[src/rtl/thresh_pkg.sv]
// rtl/thresh_pkg.sv - shared constants and state encoding for the threshold comparator
package thresh_pkg;

  localparam int DEF_WIDTH = 16;
  localparam int DEF_PW    = 4;

  localparam logic [1:0] MODE_GT  = 2'b00;
  localparam logic [1:0] MODE_LT  = 2'b01;
  localparam logic [1:0] MODE_WIN = 2'b10;
  localparam logic [1:0] MODE_OFF = 2'b11;

  typedef enum logic [1:0] {
    ST_OFF    = 2'b00,
    ST_ARM    = 2'b01,
    ST_ON     = 2'b10,
    ST_DISARM = 2'b11
  } state_t;

  // The filtered level is high while latched on or while a release is pending
  function automatic logic state_level(input state_t s);
    return (s == ST_ON) || (s == ST_DISARM);
  endfunction

endpackage

[src/rtl/thresh_cmp_core.sv]
// rtl/thresh_cmp_core.sv - combinational set/clear decode for one sample
module thresh_cmp_core
  import thresh_pkg::*;
#(
  parameter int WIDTH  = DEF_WIDTH,
  parameter int SIGNED = 0
) (
  input  logic [WIDTH-1:0] i_in,
  input  logic [WIDTH-1:0] i_ref_hi,
  input  logic [WIDTH-1:0] i_ref_lo,
  input  logic [1:0]       i_mode,
  output logic             o_set,
  output logic             o_clear
);

  logic w_gt_hi;
  logic w_lt_lo;

  generate
    if (SIGNED != 0) begin : g_signed
      assign w_gt_hi = $signed(i_in) > $signed(i_ref_hi);
      assign w_lt_lo = $signed(i_in) < $signed(i_ref_lo);
    end else begin : g_unsigned
      assign w_gt_hi = i_in > i_ref_hi;
      assign w_lt_lo = i_in < i_ref_lo;
    end
  endgenerate

  // Between the thresholds GT/LT neither set nor clear, which forms the hysteresis band
  always_comb begin
    o_set   = 1'b0;
    o_clear = 1'b0;
    case (i_mode)
      MODE_GT: begin
        o_set   = w_gt_hi;
        o_clear = w_lt_lo;
      end
      MODE_LT: begin
        o_set   = w_lt_lo;
        o_clear = w_gt_hi;
      end
      MODE_WIN: begin
        o_set   = w_gt_hi | w_lt_lo;
        o_clear = ~(w_gt_hi | w_lt_lo);
      end
      default: begin
        o_set   = 1'b0;
        o_clear = 1'b0;
      end
    endcase
  end

endmodule

[src/rtl/thresh_cmp_hyst.sv]
// rtl/thresh_cmp_hyst.sv - hysteresis comparator with persistence filter and sticky alarm
module thresh_cmp_hyst
  import thresh_pkg::*;
#(
  parameter int WIDTH  = DEF_WIDTH,
  parameter int PW     = DEF_PW,
  parameter int SIGNED = 0
) (
  input  logic             clk,
  input  logic             rst,
  input  logic             en,
  input  logic [1:0]       mode,
  input  logic [WIDTH-1:0] in,
  input  logic             in_valid,
  input  logic [WIDTH-1:0] ref_hi,
  input  logic [WIDTH-1:0] ref_lo,
  input  logic [PW-1:0]    persist,
  input  logic             clr,
  output logic             raw,
  output logic             out,
  output logic             rise,
  output logic             fall,
  output logic             alarm
);

  localparam logic [PW:0] ONE_W = (PW + 1)'(1);

  state_t        r_state;
  logic [PW-1:0] r_cnt;
  logic [1:0]    r_mode_q;
  logic          r_raw;
  logic          r_out;
  logic          r_rise;
  logic          r_fall;
  logic          r_alarm;

  logic          w_set;
  logic          w_clear;
  logic [PW-1:0] w_p;
  logic [PW:0]   w_cnt_ext;
  logic [PW-1:0] w_cnt_inc;
  logic          w_reach;
  state_t        w_state_n;
  logic [PW-1:0] w_cnt_n;
  logic          w_raw_n;
  logic          w_out_n;

  thresh_cmp_core #(
    .WIDTH  (WIDTH),
    .SIGNED (SIGNED)
  ) u_core (
    .i_in     (in),
    .i_ref_hi (ref_hi),
    .i_ref_lo (ref_lo),
    .i_mode   (mode),
    .o_set    (w_set),
    .o_clear  (w_clear)
  );

  // Persistence bookkeeping: effective P, saturating increment, and "this sample completes it"
  always_comb begin
    w_p       = (persist == '0) ? PW'(1) : persist;
    w_cnt_ext = {1'b0, r_cnt} + ONE_W;
    w_cnt_inc = w_cnt_ext[PW] ? r_cnt : w_cnt_ext[PW-1:0];
    w_reach   = w_cnt_ext >= {1'b0, w_p};
  end

  // Next-state decode; >= on the reach test lets a lowered persist finish on the next qualifying sample
  always_comb begin
    w_state_n = r_state;
    w_cnt_n   = r_cnt;
    w_raw_n   = r_raw;
    if (!en || (mode == MODE_OFF)) begin
      w_state_n = ST_OFF;
      w_cnt_n   = '0;
      w_raw_n   = 1'b0;
    end else if (mode != r_mode_q) begin
      w_state_n = ST_OFF;
      w_cnt_n   = '0;
    end else if (in_valid) begin
      w_raw_n = w_set;
      case (r_state)
        ST_OFF: begin
          if (w_set) begin
            w_state_n = w_reach ? ST_ON : ST_ARM;
            w_cnt_n   = w_reach ? '0 : w_cnt_inc;
          end
        end
        ST_ARM: begin
          if (w_set) begin
            w_state_n = w_reach ? ST_ON : ST_ARM;
            w_cnt_n   = w_reach ? '0 : w_cnt_inc;
          end else begin
            w_state_n = ST_OFF;
            w_cnt_n   = '0;
          end
        end
        ST_ON: begin
          if (w_clear) begin
            w_state_n = w_reach ? ST_OFF : ST_DISARM;
            w_cnt_n   = w_reach ? '0 : w_cnt_inc;
          end
        end
        ST_DISARM: begin
          if (w_clear) begin
            w_state_n = w_reach ? ST_OFF : ST_DISARM;
            w_cnt_n   = w_reach ? '0 : w_cnt_inc;
          end else begin
            w_state_n = ST_ON;
            w_cnt_n   = '0;
          end
        end
        default: begin
          w_state_n = ST_OFF;
          w_cnt_n   = '0;
        end
      endcase
    end
    w_out_n = state_level(w_state_n);
  end

  // Register state, level, edge pulses and the sticky alarm (a rise beats a coincident clr)
  always_ff @(posedge clk or posedge rst) begin
    if (rst) begin
      r_state  <= ST_OFF;
      r_cnt    <= '0;
      r_mode_q <= MODE_GT;
      r_raw    <= 1'b0;
      r_out    <= 1'b0;
      r_rise   <= 1'b0;
      r_fall   <= 1'b0;
      r_alarm  <= 1'b0;
    end else begin
      r_state  <= w_state_n;
      r_cnt    <= w_cnt_n;
      r_mode_q <= mode;
      r_raw    <= w_raw_n;
      r_out    <= w_out_n;
      r_rise   <= w_out_n & ~r_out;
      r_fall   <= ~w_out_n & r_out;
      r_alarm  <= (r_alarm & ~clr) | (w_out_n & ~r_out);
    end
  end

  assign raw   = r_raw;
  assign out   = r_out;
  assign rise  = r_rise;
  assign fall  = r_fall;
  assign alarm = r_alarm;

endmodule

[config.mk]
export PLATFORM = sky130hd
export DESIGN_NAME = thresh_cmp_hyst
export DESIGN_NICKNAME = d
export VERILOG_FILES = /design/src/rtl/thresh_pkg.sv /design/src/rtl/thresh_cmp_core.sv /design/src/rtl/thresh_cmp_hyst.sv
export SDC_FILE = /design/constraint.sdc
export NUM_CORES = 1
export LEC_CHECK = 0
export CORE_MARGIN = 3
export CORE_UTILIZATION = 44
export DETAILED_ROUTE_END_ITERATION = 7
export PLACE_DENSITY = 0.81
export SLEW_MARGIN = 20
export SYNTH_ARGS = -nofsm -noshare
export SYNTH_HDL_FRONTEND = slang
export SYNTH_HIERARCHICAL = 1
export SYNTH_SLANG_ARGS = --single-unit
[constraint.sdc]
create_clock -name clk -period 2.3 [get_ports clk]
set_input_delay 0.46 -clock clk [delete_from_list [all_inputs] [get_ports clk]]
set_output_delay 0.46 -clock clk [all_outputs]
set_load 0.03 [all_outputs]
# [Word level (Yosys, flattened, before mapping)]
# Index checks and enable logic that the tools add are counted.
[totals] out_inout_bits=5 input_bits=59 wordCells=69 register_bits=13
[classes] bitwise=9 magnitude_cmp=3 add_sub_neg=1 n_mux=26 n_eq_ne=12 reduce_logical=10
[op_table] cell="2-to-1 mux 4 bit" count=10
[op_table] cell="2-to-1 mux 2 bit" count=9
[op_table] cell="> comparator 16 bit" count=1
[op_table] cell="less-than comparator 16 bit" count=1
[op_table] cell="one-hot mux 4 bit (4 select lines)" count=1
[op_table] cell="equality test 2 bit (second input constant)" count=6
[op_table] cell="one-hot mux 2 bit (4 select lines)" count=1
[op_table] cell="one-hot mux 1 bit (3 select lines)" count=2
[op_table] cell="adder 4 x 1 -> 5 bit (second input constant)" count=1
[op_table] cell="greater-or-equal comparator 5 x 4 -> 1 bit" count=1
[op_table] cell="equality test 2 x 1 -> 1 bit (second input constant)" count=2
[op_table] cell="zero test 2 bit" count=2
[op_table] cell="zero test 4 bit" count=1
[op_table] cell="inequality test 4 x 3 -> 1 bit (second input constant)" count=1
[op_table] cell="inequality test 4 bit (second input constant)" count=1
[op_table] cell="inverter 1 bit" count=4
[op_table] cell="AND 1 bit" count=3
[op_table] cell="2-to-1 mux 1 bit" count=3
[op_table] cell="AND reduction 3 bit" count=1
[op_table] cell="nonzero test 3 bit" count=1
[op_table] cell="logical OR 1 bit" count=2
[op_table] cell="inequality test 2 bit" count=1
[op_table] cell="inequality test 2 bit (second input constant)" count=1
[op_table] cell="OR 1 bit" count=2
[op_table] cell="other kinds (3)" count=3

# [Depth between registers and ports, before layout]
[depth] ltp_word=13 ltp_mapped=13 ltp_nobuf=13

# [By module]
# Netlist, hierarchy kept.
[modules_own_cells] module="thresh_cmp_core" seq_area_each_um2=0.0 area_each_um2=888.4 cells_each=116 instances=1
[modules_own_cells] module="thresh_cmp_hyst" seq_area_each_um2=325.3 area_each_um2=750.7 cells_each=75 instances=1

# [Worst setup path after synthesis]
# No wires, ideal clock.
[synth_path] kind="in2reg" start="input ref_hi[14]" end="register r_cnt[1]" stages=13 required_time_ns=2.218 slack_ns=-0.385 setup_ns=0.082 path_buffers=0 arrival_time_ns=2.603 path_cell_list="inv_1 -> ha_1 -> a21oi_1 -> nand2_1 -> a221o_1 -> o31a_1 -> a21oi_1 -> o21ai_0 -> nor2b_1 -> a21o_1 -> o21ai_0 -> nand3b_1 -> o22ai_1"
[synth_via] word_cells_on_any_way=14 cone_classes="1 x order compare; 2 x eq/ne; 8 x mux; 2 x bitwise; 1 x reduce/logical"
[synth_lines] item="start: declaration" line="thresh_cmp_hyst.sv:15" text="input logic [WIDTH-1:0] ref_hi,"
[synth_lines] item="> comparator 16 bit (*)" line="thresh_cmp_core.sv:24" text="assign w_gt_hi = i_in > i_ref_hi;"
[synth_lines] item="OR 1 bit" line="thresh_cmp_core.sv:43" text="o_set = w_gt_hi | w_lt_lo;"
[synth_lines] item="one-hot mux 1 bit (3 select lines) (*)" line="thresh_cmp_core.sv:33" text="case (i_mode)"
[synth_lines] item="named net w_set" line="thresh_cmp_hyst.sv:37" text="logic w_set;"
[synth_lines] item="2-to-1 mux 4 bit" line="thresh_cmp_hyst.sv:90" text="if (w_set) begin"
[synth_lines] item="one-hot mux 4 bit (4 select lines)" line="thresh_cmp_hyst.sv:82" text="case (r_state)"
[synth_lines] item="2-to-1 mux 4 bit" line="thresh_cmp_hyst.sv:80" text="end else if (in_valid) begin"
[synth_lines] item="2-to-1 mux 4 bit" line="thresh_cmp_hyst.sv:77" text="end else if (mode != r_mode_q) begin"
[synth_lines] item="2-to-1 mux 4 bit" line="thresh_cmp_hyst.sv:73" text="if (!en || (mode == MODE_OFF)) begin"
[synth_lines] item="end signal: assignment" line="thresh_cmp_hyst.sv:135" text="r_cnt <= w_cnt_n;"
[synth_lines] item="end: declaration" line="thresh_cmp_hyst.sv:29" text="logic [PW-1:0] r_cnt;"
# The timed path passes the listed nets; every way through them passes the cells marked *. The select of a mux whose other input is x is not followed.
# A chain may end at the register's enable or synchronous reset.

# [Final worst setup path]
[layout_path] start="input ref_hi[5]" end="register r_cnt[3]"
# The elaborated chain is that of the path after synthesis.

==> flow_summary.toml <==
[layout]
syn2layout_area_growth_pct = 86.2
n_antenna_cell = 0
final_cell_mix = "29 x ha_4, 22 x buf_4, 22 x inv_2"
final_nets = 378
multiInputGateArea_um2 = 1690
fin_area_um2 = 3050
ff_latch_area_um2 = 325
drive_gt1_share_pct = 58.2
layout_commonest_cell = "ha_4"
final.fill_count = 168

[clock_network]
cts_buffer_depth = 2
tritoncts = "yes"
clock-sinks = 13
clkTransAtPathRegs_ns = 0.06
numCtsBuffers = 3
worstSkewPairLatency_ns = 0.25
htree_num_levels = 1
cts_hold_buf = 0
root_buffer = "clkbuf_8"

[worst_setup_path]
crit_top_cell = "o21ai_2"
cp-end-kind = "register"
cp_data_required_time_ns = 2.47
arrival_ns = 2.79
cp_max_fo = 4
critPathSlowestCell = "a221o_1"
ff2ff_path_depth = 8
path_cells = "buf_6 > inv_4 > ha_4 > a21oi_4 > o21ai_2 > a221o_1 > o31a_1 > buf_6 > a21oi_4 > o21ai_2 > nor2b_4 > a21o_1 > o21ai_2 > nand3b_1 > o22ai_1"
cpPeakStageDelay_ns = 0.31
worst_setup_path_start_kind = "primary input"
r2r_start = "r_cnt[0]"
r2r_setup_slack_ns = 0.08
crit_type = "primary input to register"
r2r-end = "alarm"

[sta]
min_period_over_period_pct = 114
slew_viol_final = 0
finalCriticalPeriod_ns = 2.62
slew_headroom_pct = 65.9
tightest_slew_ns = 0.512
tns_ns = -2.74
hold_viol_final = 0
setup_ws_ns = -0.318
rsz0062_at_grt = "true"
setup_viol = 10
finClkSkew_ns = 0.000437
fmax_mhz = 382

[placed_design]
gp_congestion = 0.796
placed_area_um2 = 2710
port_buffers = 63
dpl.hpwl_mm = 3.71
place_ws_ns = -1.03

[pwr]
p_switching_uw = 307
p_seq_share_pct = 24.9
vdd_ir_drop_max_v = 0.000280
power_density_nw_per_um2 = 309
swShare_pct = 32.6
comb_power_share_pct = 52.8
internal-power_uw = 635
power_leakage_nw = 1.40
clock_power_share_pct = 22.3

[drt]
wire_per_inst_um = 15.2
wl_mm = 4.99
antenna_left = 0
viasPerCell = 5.20
num_vias = 1705
firstDrtPassIters = 4
drc = 0
drtIter0Drc = 64

[floorplan]
dieArea_um2 = 4490
die_x_um = 67.0
initial_core_util_pct = 47.3
coreArea_um2 = 3470
fp.dieH_um = 67.0
rows = 21
io_pins = 64

[worst_hold_path]
hold-path-cell-count = 1
min_path_type = "register to register"
hold_end = "rise"
worstHoldStart = "out"

[synthesis]
seq_area_frac_synth_pct = 19.8
synthesis.area_um2 = 1640
yosysTopAreaCell = "ha_1"
synth_area_leaders = "ha_1 27%, dfrtp_1 20%, inv_1 9.8%"
synth_nets = 286
ys.flop_type = "dfrtp_1"
ys_warn_count = 6
synth.distinct_cells = 45
synthCells = 191
synth_edf_count = 0
synth_top_area_share_pct = 27.5
syn_avg_cell_area_um2 = 8.58
synth_seq_cells = 13
synthArstFlopShare_pct = 100

[global_routing]
grt_first_pass_wirelength_mm = 7.88
antenna_found_initial = 0
grt.overflow.total = 0
grt_usage_pct = 22.9
grt_max_degree = 14
grt_pass1_vias = 1839

[run]
drv_cap = 0

[status]
violations = "negative setup slack"
status = "complete, but fails checks"
[timing repair]
action	in CTS	in global routing
gates resized for setup	190	58
endpoints found under the setup margin	11	11
pin swaps	56	37
setup buffers	5	3
[worst max-delay path by stage]
stage	from	to	slack, ns
6_report	ref_hi[5]	r_cnt[3]	-0.32
2_1_floorplan	ref_hi[14]	r_cnt[3]	-0.19
3_5_place_dp	ref_hi[14]	r_cnt[3]	-1.03
4_1_cts	ref_lo[15]	r_cnt[3]	-0.32
3_3_place_gp	ref_hi[14]	r_cnt[3]	-0.95
5_1_grt	ref_hi[11]	r_cnt[0]	-0.46
[final cells by class]
cell class                 instances  area share, %
multi-input combinational        135           55.3
timing repair buffer              87           24.6
sequential                        13           10.7
inverter                          43           6.11
tap                               46           1.89
clock buffer                       4           1.48
[through the flow]
step | cells | total power, mW | util, % | hold WS (ns)
3_5_place_dp | 317 | 0.633 | 78.2 | 0.474
4_1_cts | 326 | 0.897 | 84.8 | 0.497
6_report | 328 | 0.942 | 88.0 | 0.505
2_1_floorplan | 191 | 0.433 | - | 0.337
3_3_place_gp | 317 | 0.621 | 78.2 | 0.470
5_1_grt | 328 | 1.00 | 88.0 | 0.521
[cell usage after synthesis, types with 3 or more instances]
master,number
nand2_1,12
nand3_1,7
xnor2_1,3
a21oi_1,14
ha_1,36
nor2_1,6
o21ai_0,5
a21o_1,3
o22ai_1,3
inv_1,43
nand4_1,3
nor2b_1,4
dfrtp_1,13
[power by group through the flow]
| stage | registers [mW] | logic, mW | clock network [mW] |
|---|---|---|---|
| finish | 0.235 | 0.497 | 0.210 |
| global route | 0.235 | 0.543 | 0.226 |
| CTS | 0.235 | 0.447 | 0.216 |
| detailed placement | 0.239 | 0.394 | 0 |
| global placement | 0.238 | 0.382 | 0 |
| floorplan | 0.240 | 0.193 | 0 |
[flip-flops by register name, indices dropped and copies added, names as in the netlist]
signal and cells:
alarm 1, r_mode_q 2, rise 1, raw 1, out 1, fall 1
r_state 2, r_cnt 4
[routing by layer]
layer  wire, um  vias up  GRT usage [%]  share of wire (%)
li1           -      852              -                  -
met1       2080      787           27.3                 42
met2       2560       55           41.1                 51
met3        256       11           4.55                5.1
met4         84        0           6.33                1.7
met5          0        -              0                  0
[logic make-up after synthesis]
kind of cell	after synthesis	synth area share, %
compound gates	44	20.5
xor+xnor	4	2.14
fa+ha+maj	36	27.5
buf+inv	43	9.85
flops	13	19.8
mux	2	1.22
simple gates	49	19.0
[worst max-delay path, delay by kind of cell]
kind / cells / cell delay [ns]
buffers and inverters: 3 / 0.29
adder cells (fa/ha/maj): 1 / 0.21
AND/OR/NAND/NOR: 2 / 0.28
AO/OA/AOI/OAI: 9 / 1.57
No activity file was read; power rests on OpenSTA's default activity.
